--- config.mk ---
export PLATFORM = sky130hd
export DESIGN_NAME = ifu_prefetch
export DESIGN_NICKNAME = d
export VERILOG_FILES = /design/src/rtl/ifu_prefetch.sv
export SDC_FILE = /design/constraint.sdc
export NUM_CORES = 1
export LEC_CHECK = 0
export CAP_MARGIN = 20
export CELL_PAD_IN_SITES_DETAIL_PLACEMENT = 1
export CELL_PAD_IN_SITES_GLOBAL_PLACEMENT = 1
export CORE_AREA = 2 2 216 218
export CTS_CLUSTER_SIZE = 10
export DETAILED_ROUTE_END_ITERATION = 10
export DIE_AREA = 0 0 218 220
export PLACE_DENSITY = 0.8
export SYNTH_ARGS = -nofsm -noshare
export SYNTH_HDL_FRONTEND = slang
export SYNTH_SLANG_ARGS = --single-unit
--- constraint.sdc ---
create_clock -name clk -period 9.6 [get_ports clk]
set_input_delay 2.4 -clock clk [delete_from_list [all_inputs] [get_ports clk]]
set_output_delay 2.4 -clock clk [all_outputs]
set_load 0.01 [all_outputs]
--- src/rtl/ifu_prefetch.sv ---
// ifu_prefetch: instruction fetch unit with a prefetch queue and branch resolution.
//
// Keeps the fetch PC (fpc) and issues one outstanding request at a time on the
// instruction-memory port. Returned words are buffered in a DEPTH-entry circular
// queue that feeds decode. Control-flow results from execute are resolved here.
// A taken branch or jump flushes the queue and restarts fetching at the target.
//
// Ports:
//   clk, rst                 clock (rising edge), synchronous active-high reset
//   imem_req/imem_addr       fetch request and word-aligned fetch address
//   imem_ack/imem_rdata      acceptance and same-cycle instruction data
//   out_valid/out_ready      queue head handshake towards decode
//   out_inst/out_pc          head instruction and its PC
//   res_valid, res_pc        execute reports a control-flow instruction
//   is_branch/is_jmp/jmp_reg instruction class (jmp_reg = JALR)
//   eq/lt/ltu, fn3           comparator results and branch funct3
//   alu_out/b_imm/j_imm      JALR target, B offset, J offset
//   flush                    combinational redirect, kills younger stages
module ifu_prefetch #(
  parameter int unsigned          XLEN     = 32,
  parameter int unsigned          DEPTH    = 4,
  parameter logic [XLEN-1:0]      RESET_PC = '0
) (
  input  logic            clk,
  input  logic            rst,
  output logic            imem_req,
  output logic [XLEN-1:0] imem_addr,
  input  logic            imem_ack,
  input  logic [31:0]     imem_rdata,
  output logic            out_valid,
  input  logic            out_ready,
  output logic [31:0]     out_inst,
  output logic [XLEN-1:0] out_pc,
  input  logic            res_valid,
  input  logic [XLEN-1:0] res_pc,
  input  logic            is_branch,
  input  logic            is_jmp,
  input  logic            jmp_reg,
  input  logic            eq,
  input  logic            lt,
  input  logic            ltu,
  input  logic [2:0]      fn3,
  input  logic [XLEN-1:0] alu_out,
  input  logic [XLEN-1:0] b_imm,
  input  logic [XLEN-1:0] j_imm,
  output logic            flush
);

  localparam int unsigned AW   = (DEPTH > 1) ? $clog2(DEPTH) : 1;
  localparam logic [AW:0] FULL = (AW+1)'(DEPTH);

  logic [XLEN-1:0] fpc;
  logic [XLEN-1:0] hold_addr;     // address of a request whose data will be dropped
  logic            pend_discard;
  logic [AW-1:0]   wr_ptr;
  logic [AW-1:0]   rd_ptr;
  logic [AW:0]     count;
  logic [31:0]     q_inst [DEPTH];
  logic [XLEN-1:0] q_pc   [DEPTH];

  logic            cond;
  logic            redirect;
  logic [XLEN-1:0] target_raw;
  logic [XLEN-1:0] target;
  logic            fire;
  logic            enq;
  logic            deq;

  // Branch condition decode; reserved funct3 encodings never take.
  always_comb begin
    cond = 1'b0;
    case (fn3)
      3'b000:  cond = eq;
      3'b001:  cond = !eq;
      3'b100:  cond = lt;
      3'b101:  cond = !lt;
      3'b110:  cond = ltu;
      3'b111:  cond = !ltu;
      default: cond = 1'b0;
    endcase
  end

  // Redirect decision and target address; jumps win over branches.
  always_comb begin
    target_raw = res_pc + b_imm;
    if (is_jmp) begin
      if (jmp_reg) begin
        target_raw = alu_out;
      end else begin
        target_raw = res_pc + j_imm;
      end
    end else begin
      target_raw = res_pc + b_imm;
    end
    target   = target_raw & {{(XLEN-2){1'b1}}, 2'b00};
    redirect = res_valid & (is_jmp | (is_branch & cond));
    flush    = redirect;
  end

  // Memory port, queue handshake and head outputs.
  always_comb begin
    // A discarded request must still complete, so it stays asserted even when full.
    imem_req  = !rst & ((count < FULL) | pend_discard);
    imem_addr = RESET_PC;
    if (rst) begin
      imem_addr = RESET_PC;
    end else if (pend_discard) begin
      imem_addr = hold_addr;
    end else begin
      imem_addr = fpc;
    end
    fire      = imem_req & imem_ack;
    enq       = fire & !pend_discard & !redirect;
    out_valid = !rst & (count != '0);
    deq       = out_valid & out_ready;
    out_inst  = rst ? 32'd0 : q_inst[rd_ptr];
    out_pc    = rst ? '0    : q_pc[rd_ptr];
  end

  // Fetch PC, discard tracking and prefetch queue state.
  always_ff @(posedge clk) begin
    if (rst) begin
      fpc          <= RESET_PC;
      hold_addr    <= RESET_PC;
      pend_discard <= 1'b0;
      wr_ptr       <= '0;
      rd_ptr       <= '0;
      count        <= '0;
      for (int i = 0; i < int'(DEPTH); i++) begin
        q_inst[i] <= 32'd0;
        q_pc[i]   <= '0;
      end
    end else if (redirect) begin
      fpc          <= target;
      hold_addr    <= imem_addr;
      // Only an unacknowledged request needs its later data dropped.
      pend_discard <= imem_req & !imem_ack;
      wr_ptr       <= '0;
      rd_ptr       <= '0;
      count        <= '0;
    end else begin
      if (fire && !pend_discard) begin
        fpc <= fpc + XLEN'(32'd4);
      end
      pend_discard <= pend_discard & !fire;
      if (enq) begin
        q_inst[wr_ptr] <= imem_rdata;
        q_pc[wr_ptr]   <= imem_addr;
        wr_ptr         <= wr_ptr + AW'(1'b1);
      end
      if (deq) begin
        rd_ptr <= rd_ptr + AW'(1'b1);
      end
      case ({enq, deq})
        2'b10:   count <= count + (AW+1)'(1'b1);
        2'b01:   count <= count - (AW+1)'(1'b1);
        default: count <= count;
      endcase
    end
  end

endmodule

After elaboration in Yosys (flattened, before gate mapping)
Memory sizes are Yosys's and may differ from the RTL's. A register that Yosys moved wholly into a read port is not among the register bits. Cells that the tools add are included.

Flip-flop bits (word level): 72. RAM bits: 256. Bits of input ports: 174. Output and inout bits: 99. Word-level logic and storage cells: 79. Memories kept: 2.

Memory list: q_inst (depth 4, bits a word 32, read ports 1, clocked after Yosys merged registers in 1, write ports 4, line 58) `logic [31:0] q_inst [DEPTH];`; q_pc (depth 4, bits a word 32, read ports 1, clocked after Yosys merged registers in 1, write ports 4, line 59) `logic [XLEN-1:0] q_pc [DEPTH];`.

Add/sub/neg operators: 7. Order comparisons: 1. Eq/ne operators: 7. Muxes and demuxes: 27. Bitwise gates (word level): 12. Reductions and logical operators: 16.

Operators with widths (count): 32-bit 2-to-1 mux (10); 32-bit adder (2); 32-bit OR reduction (2); 32-bit by 3-bit adder with 32-bit output (second input constant) (1); 3-bit equality test (second input constant) (4); 2-bit 2-to-1 mux (6); 1-bit bitwise AND (10); 1-bit 2-to-1 mux (9); 1-bit zero test (8); 1-bit case mux with 6 select lines (1); 3-bit case mux with 2 select lines (1); 2-bit by 1-bit adder with 2-bit output (second input constant) (2); 2-bit nonzero test (2); 3-bit by 1-bit adder with 3-bit output (second input constant) (1); 3-bit by 1-bit equality test with 1-bit output (second input constant) (1); 3-bit zero test (1); 3-bit < comparator (second input constant) (1); 3-bit nonzero test (1); 3-bit by 1-bit subtractor with 3-bit output (second input constant) (1); 2-bit by 1-bit equality test with 1-bit output (second input constant) (1); 2-bit equality test (second input constant) (1); 1-bit bitwise OR (2); 2-bit OR reduction (1); 1-bit logical AND (1).

Longest topological paths before layout
Gate-level depths: netlist (run 1).

Depth in word-level cells: 13. Depth in mapped cells: 15. Depth with buffers taken out: 14.

Least setup slack after synthesis (run 1)
OpenSTA, ideal clock, no wires.

Path type: input to register. From: in fn3[2]. To: mem q_inst[3][0] (enable). Library setup time: 0.574 ns. Arrival: 7.841 ns. Data required time: 9.026 ns. Setup slack: 1.185 ns. Cell stages on the path: 8. Path buffers: 0. Cell sequence: mux2i_1 > xor2_1 > o21ai_0 > a21oi_1 > nand2b_1 > and2_1 > nand2_1 > o21ai_0.

RTL lines: start, declared (line 42) `input logic [2:0] fn3,`; end, declared (line 58).

Worst setup path in the final report (run 1)
From: in rst. To: out out_pc[14].

Longest elaborated chain between the ends: 1.

RTL lines: start, declared (line 25) `input logic rst,`; 32-bit 2-to-1 mux (line 117) `out_pc = rst ? '0 : q_pc[rd_ptr];`; end, declared (line 33) `output logic [XLEN-1:0] out_pc,`.

Every way passes these cells.

==> results.ini, run 1 <==
[job]
maxCapViolCount = 0

[finish]
n_antenna_cell = 0
mostFrequentLayoutCells = clkdlybuf4s50_1, edfxtp_1, nor2_1
layout.nets = 2108
syn_to_final_growth_pct = 24.57
drive_gt1_frac = 0.1053
mostFrequentLayoutCell = clkdlybuf4s50_1
n_fill_cell = 4907

[logic_synthesis]
ys_types = 76
syn_area_um2 = 18100
ys_async_sr_fraction = 0
seq_area_frac_synth = 0.5043
synth_seq_cells = 328
synth_flop_cell = edfxtp_1
yosys_warnings = 0
synth_edf_count = 256
synth.avg_cell_area_um2 = 11.13
synthCells = 1626

[routing]
first_iter_violations = 864
drt-total-wl_um = 53210
wl_per_cell_um = 21.32
drc = 0
ant_nets = 0
vias = 13650
first_pass_iters = 5
via_per_inst = 5.468

[global_route]
grt_pass1_wl_um = 81990
grt_pass1_vias = 14850
antenna_found_initial = 2
track_usage = 0.2206
grt_max_degree = 86
grt_overflow = 0

[sta]
fin_crit_sh = 0.7786
finClkSkew_ns = 0.01775
fmax_mhz = 133.8
slew_headroom = 0.2958
setup_tns_ns = 0
finalHoldViolations = 0
rsz0062_at_grt = no
drv_slew = 0
finalSetupViolations = 0
timing.hold.ws_ns = 0.4546
min_period_ns = 7.475
worstMarginPinSlew_ns = 1.052

[place]
hpwl_um = 36430
gp_congestion = 0.8612
numPortBuffers = 270

[power_and_ir_drop]
seq_power_share = 0.460
switchingPower_mw = 0.9193
p_per_area_nw_per_um2 = 158.6
leakagePower_nw = 8.494
peakVddDrop_uv = 128.1
p_int_mw = 2.658
clkPwrFrac = 0.367
sw_frac_of_total = 0.2570
combPwrFrac = 0.173

[setup_path]
critPathLaunchType = input pin
reg2reg_from = pend_discard
critPathTopFamily = buffers and inverters
rrSetupSlack_ns = 5.56
path_class = input pin to output pin
cpMaxStageDelayCell = clkinv_2
worstPathCellList = clkdlybuf4s50_1 -> buf_4 -> clkinv_2 -> buf_12 -> buf_4 -> and2_1 -> clkdlybuf4s50_1
crit_buf_inv = 6
cp.required_ns = 7.20
max_stage_delay_ns = 0.51
endpoint_kind = output pin
worstPathArrival_ns = 5.07
reg2regPathDepth = 8
cp_max_fo = 52
r2r-end = q_inst[0][3]

[clock_tree]
holdBufCountCts = 0
root_buffer = clkbuf_16
post_cts_resize_count = 0
ctsHtreeMaxLevel = 2
insertion_delay_ns = 0.54
cts_tree = built
clk_path_buf_depth = 3
cts_made_buffers = 39
cts_sinks = 328
clk_pin_slew_ns = 0.05
cts_setup_buffers = 0

[hold_path]
worstHoldStart = hold_addr[0]
min_path_type = register to register
worstHoldEndpoint = hold_addr[0]
hold_depth = 1

[floorplan]
rows = 79
start_util = 0.3947
die_area_um2 = 47960
die_w_um = 218
design.core.area_um2 = 45860
die_y_um = 220
num_io_pins = 273

[run_status]
status = completed

-- worst register-to-register path, stage by stage, from the launching register on --
cell and delay [ns]:
dfxtp_1 0.30, buf_4 0.26, nor4b_4 0.29, buf_4 0.50, and2_1 0.35, inv_2 0.35
or3_1 0.43, buf_4 0.27, nand2_4 0.86
-- sequential cells by signal, summed over array words and instances (netlist names), named ones only --
| signal | flops |
|---|---|
| fpc | 30 |
| q_inst | 128 |
| rd_ptr | 2 |
| pend_discard | 1 |
| count | 3 |
| wr_ptr | 2 |
| hold_addr | 32 |
| q_pc | 128 |
-- power groups by stage --
stage          clock [mW]  combinational (mW)  sequential [mW]
5_1_grt              1.39               0.672             1.65
3_3_place_gp            0               0.598             1.67
6_report             1.31               0.617             1.65
3_5_place_dp            0               0.613             1.68
4_1_cts              1.34               0.617             1.65
2_1_floorplan           0               0.369             1.66
-- per-stage QoR --
| step | std cells | total power [mW] | setup slack [ns] | util | instance area, um2 |
|---|---|---|---|---|---|
| floorplan | 1633 | 2.034 | 1.185 | - | 18130 |
| global placement | 2434 | 2.267 | 1.669 | 0.4663 | 21390 |
| detailed placement | 2434 | 2.290 | 1.573 | 0.4663 | 21390 |
| CTS | 2493 | 3.604 | 1.567 | 0.4902 | 22480 |
| global route | 2496 | 3.718 | 1.918 | 0.4917 | 22550 |
| finish | 2496 | 3.577 | 2.125 | 0.4917 | 22550 |
-- logic make-up (layout without fill, tap and decap cells) --
| kind of cell | count (synthesis) | count (layout) | synth area share |
|---|---|---|---|
| AOI/OAI and AO/OA | 277 | 277 | 0.1013 |
| xor gates and xnor gates | 87 | 87 | 0.04210 |
| adders and majority gates | 63 | 63 | 0.04396 |
| buffers and inverters | 143 | 399 | 0.03131 |
| DFF | 328 | 328 | 0.5043 |
| muxes | 105 | 105 | 0.1045 |
| other | 1 | 8 | 0.0002072 |
| and+or+nand+nor | 622 | 622 | 0.1723 |
-- cell type report --
| cell class | count | area (um2) | share of cell area |
|---|---|---|---|
| Clock buffer | 56 | 1061 | 0.04705 |
| Clock inverter | 3 | 33.78 | 0.001498 |
| Inverter | 51 | 192.7 | 0.008545 |
| Multi-Input combinational cell | 1162 | 8481 | 0.3761 |
| Sequential cell | 328 | 9136 | 0.4052 |
| Tap cell | 607 | 759.5 | 0.03368 |
| Timing Repair Buffer | 289 | 2885 | 0.1280 |
-- synth_stat cells (4+ instances only) --
library cell	instances	area (um2)
o21a_1	9	67.56
ha_1	62	775.7
xnor2_1	51	446.7
and4_1	4	35.03
a21oi_1	100	500.5
mux2i_1	9	90.09
a211oi_1	16	120.1
nand2_1	116	435.4
o21bai_1	8	60.06
o21ai_0	41	205.2
and2_1	165	1032
a31oi_1	7	43.79
nand3_1	19	95.09
inv_1	49	183.9
or3_1	5	31.28
clkbuf_1	64	240.2
mux4_2	64	1441
a21o_1	25	187.7
xor2_1	36	315.3
nor3b_1	5	37.54
edfxtp_1	256	7687
nor4_1	5	31.28
o211ai_1	24	180.2
mux2_2	32	360.4
o22ai_1	5	31.28
nand2b_1	9	56.30
nor3_1	16	80.08
dfxtp_1	72	1441
nor2_1	199	747.0
and3_1	46	287.8
nand4_1	16	100.1
buf_1	22	82.58
-- layer usage --
metal,vias up,share of wire,global-route usage
met5,-,0,0
met4,0,0.026,0.06372
met3,88,0.052,0.03244
met2,407,0.51,0.4019
met1,6780,0.41,0.2700
li1,6374,-,-
-- worst max-delay path by stage --
stage / from / endpoint / cells past startpoint
floorplan: fn3[2] / q_inst[3][0] / 8
global placement: rst / out_inst[27] / 6
detailed placement: rst / out_inst[31] / 6
CTS: rst / out_inst[31] / 6
global route: rst / out_inst[25] / 7
finish: rst / out_pc[14] / 7
Note: power is estimated with default switching activity, not from simulation.
==> inputs of run 2 (changes only) <==
==> constraint.sdc (replaced) <==
create_clock -name clk -period 7.4 [get_ports clk]
set_input_delay 1.85 -clock clk [delete_from_list [all_inputs] [get_ports clk]]
set_output_delay 1.85 -clock clk [all_outputs]
set_load 0.01 [all_outputs]
==> run 2 against run 1 <==
Sequential share of layout area is 0.16 points lower. Sequential power increased by 30%. Clock power rose by 37%. Utilization up 0.20 points. Cell area rose by 0.41%. Critical path depth decreased by 2. First-iteration DRC count shrank 9.6%. Combinational power increased by 30%. Wire length decreased by 0.22%. Die area unchanged. Register-to-register slack worse by 1.5 ns. Largest cell class unchanged. Highest routed layer unchanged.
==> results.ini, run 2 (synthesis results as in run 1) <==
[run_status]
status = completed

[finish]
mostFrequentLayoutCells = clkdlybuf4s50_1, edfxtp_1, nor2_1
n_fill_cell = 4872  ; -0.71%
n_antenna_cell = 0  ; unchanged
multi_input_area_um2 = 8481  ; unchanged
mostFrequentLayoutCell = clkdlybuf4s50_1
syn_to_final_growth_pct = 25.08
layout.nets = 2111  ; +0.14%
reg_top3 = q_inst x128, q_pc x128, hold_addr x32
ff_latch_area_um2 = 9136  ; unchanged
drive_gt1_frac = 0.1071  ; +0.001740

[sta]
setup_tns_ns = 0  ; unchanged
worstMarginPinSlew_ns = 1.042  ; -0.009759 ns
min_period_ns = 6.024
timing.hold.ws_ns = 0.4567  ; +0.002138 ns
finClkSkew_ns = 0.02153  ; +0.003785 ns
slew_headroom = 0.3050  ; +0.009163
rsz0062_at_grt = no
finalHoldViolations = 0  ; unchanged
fmax_mhz = 166.0
fin_crit_sh = 0.8141
drv_slew = 0  ; unchanged
finalSetupViolations = 0  ; unchanged
fin_ws_ns = 1.376  ; -0.7495 ns

[setup_path]
cp_max_fo = 52  ; unchanged
worstPathArrival_ns = 4.17  ; -0.90 ns
endpoint_kind = output pin
path_class = input pin to output pin
critPathLaunchType = input pin
cp.required_ns = 5.55  ; -1.65 ns

[clock_tree]
insertion_delay_ns = 0.54  ; about the same
clk_pin_slew_ns = 0.05  ; about the same
clk_path_buf_depth = 3  ; unchanged
cts_sinks = 328  ; unchanged
ctsHtreeMaxLevel = 2  ; unchanged
root_buffer = clkbuf_16
holdBufCountCts = 0  ; unchanged
cts_setup_buffers = 0  ; unchanged
post_cts_resize_count = 0  ; unchanged
cts_made_buffers = 39  ; unchanged
cts_tree = built

[routing]
via_per_inst = 5.380  ; -1.6%
drt-total-wl_um = 53090  ; -0.22%
first_iter_violations = 781  ; -9.6%
wl_per_cell_um = 21.13  ; -0.85%
vias = 13520  ; -0.98%
first_pass_iters = 5  ; unchanged
drc = 0  ; unchanged
ant_nets = 0  ; unchanged

[floorplan]
num_io_pins = 273  ; unchanged
die_w_um = 218  ; unchanged
start_util = 0.3947  ; unchanged
design.core.area_um2 = 45860  ; unchanged
rows = 79  ; unchanged
die_area_um2 = 47960  ; unchanged
die_y_um = 220  ; unchanged

[power_and_ir_drop]
sw_frac_of_total = 0.2558  ; -0.001200
combPwrFrac = 0.169  ; -0.004
clkPwrFrac = 0.378  ; +0.011
seq_power_share = 0.452  ; -0.008
switchingPower_mw = 1.209  ; +31%
peakVddDrop_uv = 141.6  ; +11%
total_power_mw = 4.726  ; +32%
p_int_mw = 3.517  ; +32%
p_per_area_nw_per_um2 = 208.7  ; +32%
leakagePower_nw = 8.537  ; +0.51%

[job]
maxCapViolCount = 0  ; unchanged

[global_route]
antenna_found_initial = 0  ; -2
grt_max_degree = 65  ; -24%
grt_overflow = 0  ; unchanged
grt_pass1_vias = 14660  ; -1.3%
grt_pass1_wl_um = 82410  ; +0.50%
track_usage = 0.2221  ; +0.001506

[place]
gp_congestion = 0.8443  ; -2.0%
hpwl_um = 36540  ; +0.30%
numPortBuffers = 270  ; unchanged
place_ws_ns = 1.378  ; -0.1950 ns

[hold_path]
min_path_type = register to register

==> run 2: cell type report <==
class / instances / area share
Sequential cell: 328 / 0.4035
Tap cell: 607 / 0.03355
Timing Repair Buffer: 292 / 0.1279
Inverter: 51 / 0.008511
Multi-Input combinational cell: 1162 / 0.3746
Clock buffer: 68 / 0.04930
Clock inverter: 4 / 0.002653
==> run 2: path summary, 6_finish.rpt <==
check	startpoint	end	slack, ns	cells past startpoint
min	hold_addr[1]	hold_addr[1]	0.46	1
min reg2reg	hold_addr[1]	hold_addr[1]	0.46	1
max	rst	out_pc[29]	1.38	5
max reg2reg	pend_discard	fpc[25]	4.02	10
==> run 2: power by group through the flow <==
| stage | clock network [mW] | registers [mW] | logic [mW] |
|---|---|---|---|
| after global routing | 1.88 | 2.15 | 0.874 |
| after detailed placement | 0 | 2.18 | 0.797 |
| final | 1.79 | 2.14 | 0.801 |
| after CTS | 1.82 | 2.14 | 0.802 |
| after floorplan | 0 | 2.16 | 0.479 |
| after global placement | 0 | 2.17 | 0.780 |
==> run 2: stage by stage <==
step | utilization | cell area [um2] | cells
global placement | 0.4670 | 21420 | 2438
detailed placement | 0.4670 | 21420 | 2438
CTS | 0.4926 | 22590 | 2510
global route | 0.4936 | 22640 | 2512
finish | 0.4936 | 22640 | 2512
floorplan | - | 18130 | 1633
==> run 2: worst max-delay path: stages <==
cell and delay (ns):
clkdlybuf4s50_1 0.52, clkinv_2 0.57, buf_4 0.49, and2_1 0.20, clkdlybuf4s50_1 0.49
==> run 2: routing by layer <==
metal	global-route usage	vias up	wire, um
li1	-	6379	-
met1	0.2729	6719	22510
met2	0.4083	358	27120
met3	0.03368	59	2527
met4	0.05215	0	932
met5	0	-	0
